## src/rtl/arb4_rr_ctrl_if.sv

```systemverilog
// Request/grant bundle between the requesting units and the round-robin arbiter.
// The requester side uses the master modport and the arbiter uses the slave modport.
interface arb4_rr_ctrl_if;
  logic [3:0] REQ;
  logic [3:0] GNT;
  logic [1:0] GNT_IDX;
  logic       BUSY;
  logic       TIMEOUT;

  modport master (
    output REQ,
    input  GNT,
    input  GNT_IDX,
    input  BUSY,
    input  TIMEOUT
  );

  modport slave (
    input  REQ,
    output GNT,
    output GNT_IDX,
    output BUSY,
    output TIMEOUT
  );
endinterface

```

## src/rtl/arb4_rr_ctrl.sv

```systemverilog
// Four-way round-robin arbiter with a registered one-hot grant and an optional hold limit.
// Every grant is followed by at least one idle cycle before the next grant is issued.
module arb4_rr_ctrl #(
  parameter int MAX_HOLD = 8,
  parameter int CNT_W    = 4
) (
  input  logic          CLK,
  input  logic          RST_N,
  arb4_rr_ctrl_if.slave bus
);

  typedef enum logic {IDLE, GRANT} state_t;

  // Counter value seen on the edge where the hold limit fires; unused when MAX_HOLD is 0.
  localparam logic [CNT_W-1:0] HOLD_LAST = (MAX_HOLD == 0) ? '0 : CNT_W'(MAX_HOLD - 1);

  state_t           state, state_nxt;
  logic [1:0]       ptr, ptr_nxt;
  logic [1:0]       idx, idx_nxt;
  logic [CNT_W-1:0] hcnt, hcnt_nxt;
  logic             timeout, timeout_nxt;
  logic [3:0]       gnt, gnt_nxt;
  logic [1:0]       pick;
  logic             pick_vld;
  logic             hold_hit;

  function automatic logic [3:0] decode2(input logic [1:0] sel);
    return 4'b0001 << sel;
  endfunction

  // Descending scan so the requester closest to the pointer is assigned last and wins.
  always_comb begin
    pick     = '0;
    pick_vld = 1'b0;
    for (int k = 3; k >= 0; k--) begin
      if (bus.REQ[ptr + 2'(k)]) begin
        pick     = ptr + 2'(k);
        pick_vld = 1'b1;
      end
    end
  end

  assign hold_hit = (MAX_HOLD != 0) && (hcnt == HOLD_LAST);

  always_comb begin
    state_nxt   = state;
    ptr_nxt     = ptr;
    idx_nxt     = idx;
    hcnt_nxt    = hcnt;
    timeout_nxt = 1'b0;
    case (state)
      IDLE: begin
        if (pick_vld) begin
          idx_nxt   = pick;
          hcnt_nxt  = '0;
          state_nxt = GRANT;
        end
      end
      GRANT: begin
        // A dropped request takes precedence, so a coincident hold limit raises no TIMEOUT.
        if (!bus.REQ[idx]) begin
          state_nxt = IDLE;
          ptr_nxt   = idx + 2'd1;
        end else if (hold_hit) begin
          state_nxt   = IDLE;
          ptr_nxt     = idx + 2'd1;
          timeout_nxt = 1'b1;
        end else begin
          hcnt_nxt = hcnt + CNT_W'(1);
        end
      end
      default: state_nxt = IDLE;
    endcase
    gnt_nxt = (state_nxt == GRANT) ? decode2(idx_nxt) : 4'b0000;
  end

  always_ff @(posedge CLK or negedge RST_N) begin
    if (!RST_N) begin
      state   <= IDLE;
      ptr     <= '0;
      idx     <= '0;
      hcnt    <= '0;
      timeout <= 1'b0;
      gnt     <= '0;
    end else begin
      state   <= state_nxt;
      ptr     <= ptr_nxt;
      idx     <= idx_nxt;
      hcnt    <= hcnt_nxt;
      timeout <= timeout_nxt;
      gnt     <= gnt_nxt;
    end
  end

  assign bus.GNT     = gnt;
  assign bus.GNT_IDX = idx;
  assign bus.BUSY    = (state == GRANT);
  assign bus.TIMEOUT = timeout;

endmodule

```

## src/flat_wrapper.sv

```systemverilog
// flat-port wrapper written by rule: the top's interface ports become plain ports
module arb4_rr_ctrl_flat 
#(
  parameter int MAX_HOLD = 8,
  parameter int CNT_W    = 4
)
  (CLK, RST_N, bus_REQ, bus_GNT, bus_GNT_IDX, bus_BUSY, bus_TIMEOUT);
  arb4_rr_ctrl_if bus_i ();
  input  logic CLK;
  input  logic RST_N;
  input wire logic [$bits(bus_i.REQ)-1:0] bus_REQ;
  output wire logic [$bits(bus_i.GNT)-1:0] bus_GNT;
  output wire logic [$bits(bus_i.GNT_IDX)-1:0] bus_GNT_IDX;
  output wire logic [$bits(bus_i.BUSY)-1:0] bus_BUSY;
  output wire logic [$bits(bus_i.TIMEOUT)-1:0] bus_TIMEOUT;
  assign bus_i.REQ = bus_REQ;
  assign bus_GNT = bus_i.GNT;
  assign bus_GNT_IDX = bus_i.GNT_IDX;
  assign bus_BUSY = bus_i.BUSY;
  assign bus_TIMEOUT = bus_i.TIMEOUT;
  arb4_rr_ctrl #(.MAX_HOLD(MAX_HOLD), .CNT_W(CNT_W)) u_core (.CLK(CLK), .RST_N(RST_N), .bus(bus_i));
endmodule
```

## config.mk

```make
export PLATFORM = sky130hd
export DESIGN_NAME = arb4_rr_ctrl_flat
export DESIGN_NICKNAME = d
export VERILOG_FILES = /design/src/rtl/arb4_rr_ctrl_if.sv /design/src/rtl/arb4_rr_ctrl.sv /design/src/flat_wrapper.sv
export SDC_FILE = /design/constraint.sdc
export NUM_CORES = 1
export LEC_CHECK = 0
export ABC_AREA = 1
export BUFFER_PORTS_ARGS = -buffer_cell sky130_fd_sc_hd__buf_2
export CORE_ASPECT_RATIO = 1.5
export CORE_MARGIN = 4
export CORE_UTILIZATION = 32
export DETAILED_ROUTE_END_ITERATION = 6
export GPL_ROUTABILITY_DRIVEN = 0
export PLACE_DENSITY = 0.55
export SLEW_MARGIN = 30
export SYNTH_ARGS = -nofsm -noshare
export SYNTH_HDL_FRONTEND = slang
export SYNTH_SLANG_ARGS = --single-unit
```

## constraint.sdc

```tcl
create_clock -name CLK -period 1.4 [get_ports CLK]
set_clock_uncertainty 0.15 [all_clocks]
set_input_delay 0.07 -clock CLK [delete_from_list [all_inputs] [get_ports CLK]]
set_output_delay 0.07 -clock CLK [all_outputs]
set_load 0.01 [all_outputs]
```

==> results of run 1 <==
worst max-delay path, delay by kind of cell (launching register included):
kind	cells	cell delay (ns)
buf+inv	3	0.36
flops	1	0.42
simple gates	8	0.70
layout by cell type, fill, tap and decap left out, types with 2 or more instances in the layout:
cell,instances
nand2_1,32
nand2_4,7
nor2_1,5
nand3_2,3
o21ai_0,2
nor2_2,5
clkbuf_4,3
buf_4,17
dfrtp_1,12
inv_1,12
nor2_4,3
buf_6,4
o21ai_2,2
nand2_2,11
buf_2,13
nand3_1,7
o21ai_1,2
dfrtp_2,2
nand3_4,7
kinds of logic (layout without fill, tap and decap cells):
group	count (synthesis)	after routing	share of synthesized area, %
buffers and inverters	15	53	7.36
adders and majority gates	1	1	1.44
DFF	14	14	40.4
and+or+nand+nor	81	81	42.3
xor gates and xnor gates	2	2	2.02
AOI/OAI and AO/OA	10	10	6.49
state kept, by name, summed over array words and instances (netlist names):
| name | count |
|---|---|
| u_core.bus.GNT | 4 |
| u_core.hcnt | 4 |
| u_core.bus.GNT_IDX | 2 |
| u_core.ptr | 2 |
| u_core.bus.BUSY | 1 |
| u_core.bus.TIMEOUT | 1 |
through the flow:
step / hold slack (ns) / worst slack, ns
2_1_floorplan: -0.376 / -0.119
3_3_place_gp: -0.164 / -0.280
3_5_place_dp: -0.161 / -0.310
4_1_cts: -0.0105 / -0.252
5_1_grt: 0.0533 / -0.421
6_report: 0.0234 / -0.322
metal layers:
metal / vias to the layer above / routed length [microns]
met5: - / 0
met3: 5 / 23
met2: 8 / 1340
met1: 400 / 879
li1: 467 / -
met4: 0 / 41
cell type report:
cell class	instances	area share, %
Clock buffer	4	2.61
Tap cell	36	3.23
Inverter	14	3.95
Sequential cell	14	25.3
Timing Repair Buffer	35	17.8
Multi-Input combinational cell	94	47.1
power breakdown:
group	switching [mW]	internal (mW)
Sequential	0.161	0.574
Clock	0.132	0.158
Combinational	1.35	1.06
final timing paths:
check                               start               endpoint  cells past startpoint
max reg2reg                 u_core.ptr[1]  u_core.bus.GNT_IDX[0]                     11
min                            bus_REQ[0]     u_core.bus.TIMEOUT                      5
min reg2reg                u_core.hcnt[3]     u_core.bus.TIMEOUT                      3
max                         u_core.ptr[1]  u_core.bus.GNT_IDX[0]                     11
max in group asynchronous           RST_N  u_core.bus.GNT_IDX[0]                      2
min in group asynchronous           RST_N         u_core.hcnt[1]                      2
what timing repair did:
action | 4_1_cts | 5_1_grt
resized for setup | 13 | 35
setup buffers | 1 | 4
endpoints found under the hold margin | 15 | 0
hold buffers | 1 | 0
pin swaps | 4 | 7
endpoints found under the setup margin | 11 | 13
==> results.txt, run 1 <==
crit-path cells: inv_1 > nand2_1 > nand2_2 > nand2_4 > nand3_1 > nand2_1 > nand2_1 > nand3_2 > nand2_2 > buf_4 > inv_1
leakage power: 0.712 nW
Die H: 71.8 microns
Least-Margin Pin Slew: 0.332 ns
most frequent cell after synthesis: nand2_1
met1 usage: 14.6%
Die X: 50.5 microns
Num CTS Buffers: 3
Worst path slowest cell: dfrtp_1
largest net degree at the start of global routing: 15
Min Clock Period, post-route: 1.72 ns
CTS HTree Levels: 1
Top FF cell, synth: dfrtp_1
Synth area leaders: dfrtp_1, nand2_1, nand3_1
worst-case clock buffer depth: 2
Sink Count: 14
Top cell by count, worst path: nand2_1
Net Count, Synth: 130
Max-Slew Margin vs Limit: 77.8%
Top Ports: 14
Post-Syn Instances: 123
DRC Markers: 0
Fillers: 237
failing checks: negative setup slack
clk root buf: clkbuf_4
RSZ-0062 raised after global routing: true
placed inst area: 1120 sq um
yosys warns: 0
ANT cells: 0
Avg WL per Cell: 11.6 microns
post-DP HPWL: 1700 microns
layout cell share with drive strength beyond 1: 50.9%
Clock Pin Slew Worst Setup and Hold Paths: 0.08 ns
mapped cell area: 867 sq um
Worst Setup End Kind: flip-flop
hold crit path type: input port to flip-flop
Final Util: 55.0%
Worst path max stage delay: 0.42 ns
setup violators final: 11
initial core utilization: 34.2%
largest area contributor in the netlist: dfrtp_1
sequential-to-total area share from yosys stat: 40.4%
row cnt: 22
post-route ant nets: 0
TritonCTS clock tree: yes
GRT Overall Usage: 13.4%
crit path max fanout: 4
final WL: 2280 microns
global route total overflow: 0
non-filler cells, final: 197
area of the multi-input gates: 656 sq um
global-route wire length before repair: 3700 microns
Fin. Hold Viols: 0
register area: 353 sq um
vias: 880
Period Utilization, post-route: 123%
Worst setup SP type: flip-flop
Post-synth EDFFs: 0
status: finished, violations left
Pre-antenna DRT Iters: 3
met2 Use GR: 25.3%
ys async rst share: 100%
post-route setup slack: -0.322 ns
Worst IR Drop VDD: 1280 uV
DRT iter0 DRCs: 21
Avg Inst Size Synth: 7.05 sq um
Setup TNS: -2.65 ns
via/cell ratio: 4.47
placed cell count: 187
area of the core: 2530 sq um
final total power: 3.44 mW
Unique masters post-synth: 21
design area: 1390 sq um
GRT Max-Usage Layer: met2
area delta synth->final: 60.6%
kind of critical path: flip-flop to flip-flop
Nets: 169
#FFs+latches synth: 14
top post-synthesis cells by count: nand2_1, dfrtp_1, nand3_1
Slew Limit Fails: 0
Clock Latency Late Sink: 0.28 ns
die area: 3620 sq um
f_max: 581 MHz
vias in the first global route: 882
pwr dens: 2470 nW/um^2
crit path DAT: 1.75 ns
antenna violations before repair: 0
setup slack, reg-to-reg: -0.32 ns
Port Buffers: 13
GR Layer Usage met3: 1.25%
Synth top area share: 40.4%
MaxCap Viol Count: 0
critical path required time: 1.43 ns
Power figures use the tool's default switching activity.
==> run 2, diff against run 1 <==
Settings changed: REMOVE_ABC_BUFFERS set to 1.
==> results.txt, run 2 (synthesis results as in run 1) <==
status: finished, violations left
failing checks: negative setup slack
hold crit path type: input port to asynchronous set/reset pin
setup violators final: 11 (unchanged)
Worst Hold Slack: 0.0472 ns (+0.0238 ns)
Pre-antenna DRT Iters: 4 (+1)
MaxCap Viol Count: 0 (unchanged)
Top Ports: 14 (unchanged)
Least-Margin Pin Slew: 0.318 ns (-0.0146 ns)
Period Utilization, post-route: 122% (-0.67 points)
kind of critical path: flip-flop to flip-flop
P_int: 1.74 mW (-3.1%)
Worst path slowest cell: dfrtp_2
Die X: 50.5 microns (unchanged)
crit path DAT: 1.74 ns (about the same)
crit path max fanout: 6 (+2)
Clock Pin Slew Worst Setup and Hold Paths: 0.08 ns (about the same)
Worst setup SP type: flip-flop
global-route wire length before repair: 3740 microns (+1.1%)
Num CTS Buffers: 3 (unchanged)
Min Clock Period, post-route: 1.71 ns (-0.00932 ns)
Clock Latency Late Sink: 0.28 ns (about the same)
ANT cells: 0 (unchanged)
GRT Max-Usage Layer: met2
met2 Use GR: 25.9% (+0.58 points)
via/cell ratio: 4.64 (+3.9%)
final WL: 2410 microns (+5.5%)
TritonCTS clock tree: yes
post-DP HPWL: 1740 microns (+2.5%)
f_max: 584 MHz (+0.54%)
GR Layer Usage met3: 2.49% (+1.2 points)
setup slack, reg-to-reg: -0.31 ns (about the same)
switching power share of the total: 47.8% (about the same)
row cnt: 22 (unchanged)
leakage power: 0.680 nW (-4.4%)
pwr dens: 2510 nW/um^2 (+1.6%)
die area: 3620 sq um (unchanged)
Avg WL per Cell: 12.2 microns (+5.0%)
Worst Setup End Kind: flip-flop
layout cell share with drive strength beyond 1: 50.6% (-0.31 points)
most frequent cells in the layout: nand2_1, buf_4, buf_2
CTS HTree Levels: 1 (unchanged)
Seq pwr share: 22.5% (+1.1 points)
clk root buf: clkbuf_4
Fillers: 251 (+5.9%)
Worst IR Drop VDD: 1160 uV (-9.2%)
area delta synth->final: 53.1%
Sink Count: 14 (unchanged)
final total power: 3.33 mW (-3.1%)
Max-Slew Margin vs Limit: 78.8% (+0.97 points)
RSZ-0062 raised after global routing: true
global route total overflow: 0 (unchanged)
Clock power frac: 8.8% (+0.4 points)
Fin. Hold Viols: 0 (unchanged)
area of the multi-input gates: 586 sq um (-11%)
Worst path max stage delay: 0.48 ns (+0.06 ns)
critical path required time: 1.43 ns (about the same)
register area: 354 sq um (+0.35%)
initial core utilization: 34.2% (unchanged)
P_sw: 1.59 mW (-3.1%)
GRT Overall Usage: 13.7% (+0.32 points)
DRT iter0 DRCs: 24 (+14%)
Slew Limit Fails: 0 (unchanged)
worst-case clock buffer depth: 2 (unchanged)
combinational fraction of design power: 68.8% (-1.4 points)
most common cell after layout, fill and taps aside: nand2_1
Port Buffers: 13 (unchanged)
post-route ant nets: 0 (unchanged)
antenna violations before repair: 0 (unchanged)
vias: 919 (+4.4%)
non-filler cells, final: 198 (+0.51%)
met1 usage: 12.6% (-2.0 points)
Nets: 170 (+0.59%)
pre-CTS WS: -0.328 ns (-0.0177 ns)
crit-path cells: inv_2 > nand2_1 > nand2_2 > nand2_2 > buf_4 > a31oi_4 > nor2_2 > nor2_2 > nor2_1
Die H: 71.8 microns (unchanged)
largest net degree at the start of global routing: 15 (unchanged)
Setup TNS: -2.52 ns (+0.132 ns)
DRC Markers: 0 (unchanged)
vias in the first global route: 933 (+5.8%)
post-route setup slack: -0.312 ns (+0.00932 ns)
placed cell count: 189 (+1.1%)
area of the core: 2530 sq um (unchanged)
==> run 2: cell types whose count changed in the layout (fill, tap and decap cells not counted), sizes merged <==
cell  previous run  this run
buf             34        35
==> run 2: final cells by class <==
cell class                 count  share of cell area (%)
inverter                      14                    4.15
clock buffer                   4                    2.73
multi-input combinational     94                    44.1
timing repair buffer          36                    18.9
sequential                    14                    26.7
tap                           36                    3.39
==> run 2: layer usage <==
layer  part of all wire (%)  vias to the layer above
li1                       -                      466
met1                     37                      436
met2                     59                       12
met3                    2.0                        5
met4                    1.9                        0
met5                      0                        -
==> run 2: through the flow <==
step                instance area, sq um  util [%]
finish                              1330      52.4
global route                        1330      52.4
detailed placement                  1100      43.5
CTS                                 1240      48.8
global placement                    1100      43.5
floorplan                            856         -
==> run 2: power groups by stage <==
stage	Clock, mW	Sequential (mW)	Combinational (mW)
final	0.293	0.748	2.29
after global routing	0.314	0.778	2.54
after CTS	0.294	0.728	1.99
after detailed placement	0	0.712	1.75
after global placement	0	0.702	1.72
after floorplan	0	0.772	1.02
==> run 2: worst paths after layout <==
path / end / cells past startpoint / startpoint
worst max-delay path: u_core.bus.GNT[0] / 9 / u_core.ptr[1]
worst min-delay path: u_core.bus.GNT[0] / 2 / RST_N
worst max register to register: u_core.bus.GNT[0] / 9 / u_core.ptr[1]
worst min register to register: u_core.bus.TIMEOUT / 2 / u_core.hcnt[2]
max in group asynchronous: u_core.ptr[1] / 2 / RST_N
min in group CLK: u_core.bus.TIMEOUT / 5 / bus_REQ[2]
==> run 2: what timing repair did <==
action | in CTS | in global routing
endpoints found under the hold margin | 14 | 0
endpoints found under the setup margin | 11 | 13
pin swaps | 2 | 8
buffers inserted | 0 | 4
gates resized for setup | 22 | 21
hold buffers | 1 | 0
==> run 2: worst max-delay path: cells and delay by family, from the launching register on <==
family	cells	cell delay [ns]
and+or+nand+nor	6	0.50
DFF	1	0.48
buffers and inverters	2	0.28
AOI/OAI and AO/OA	1	0.22
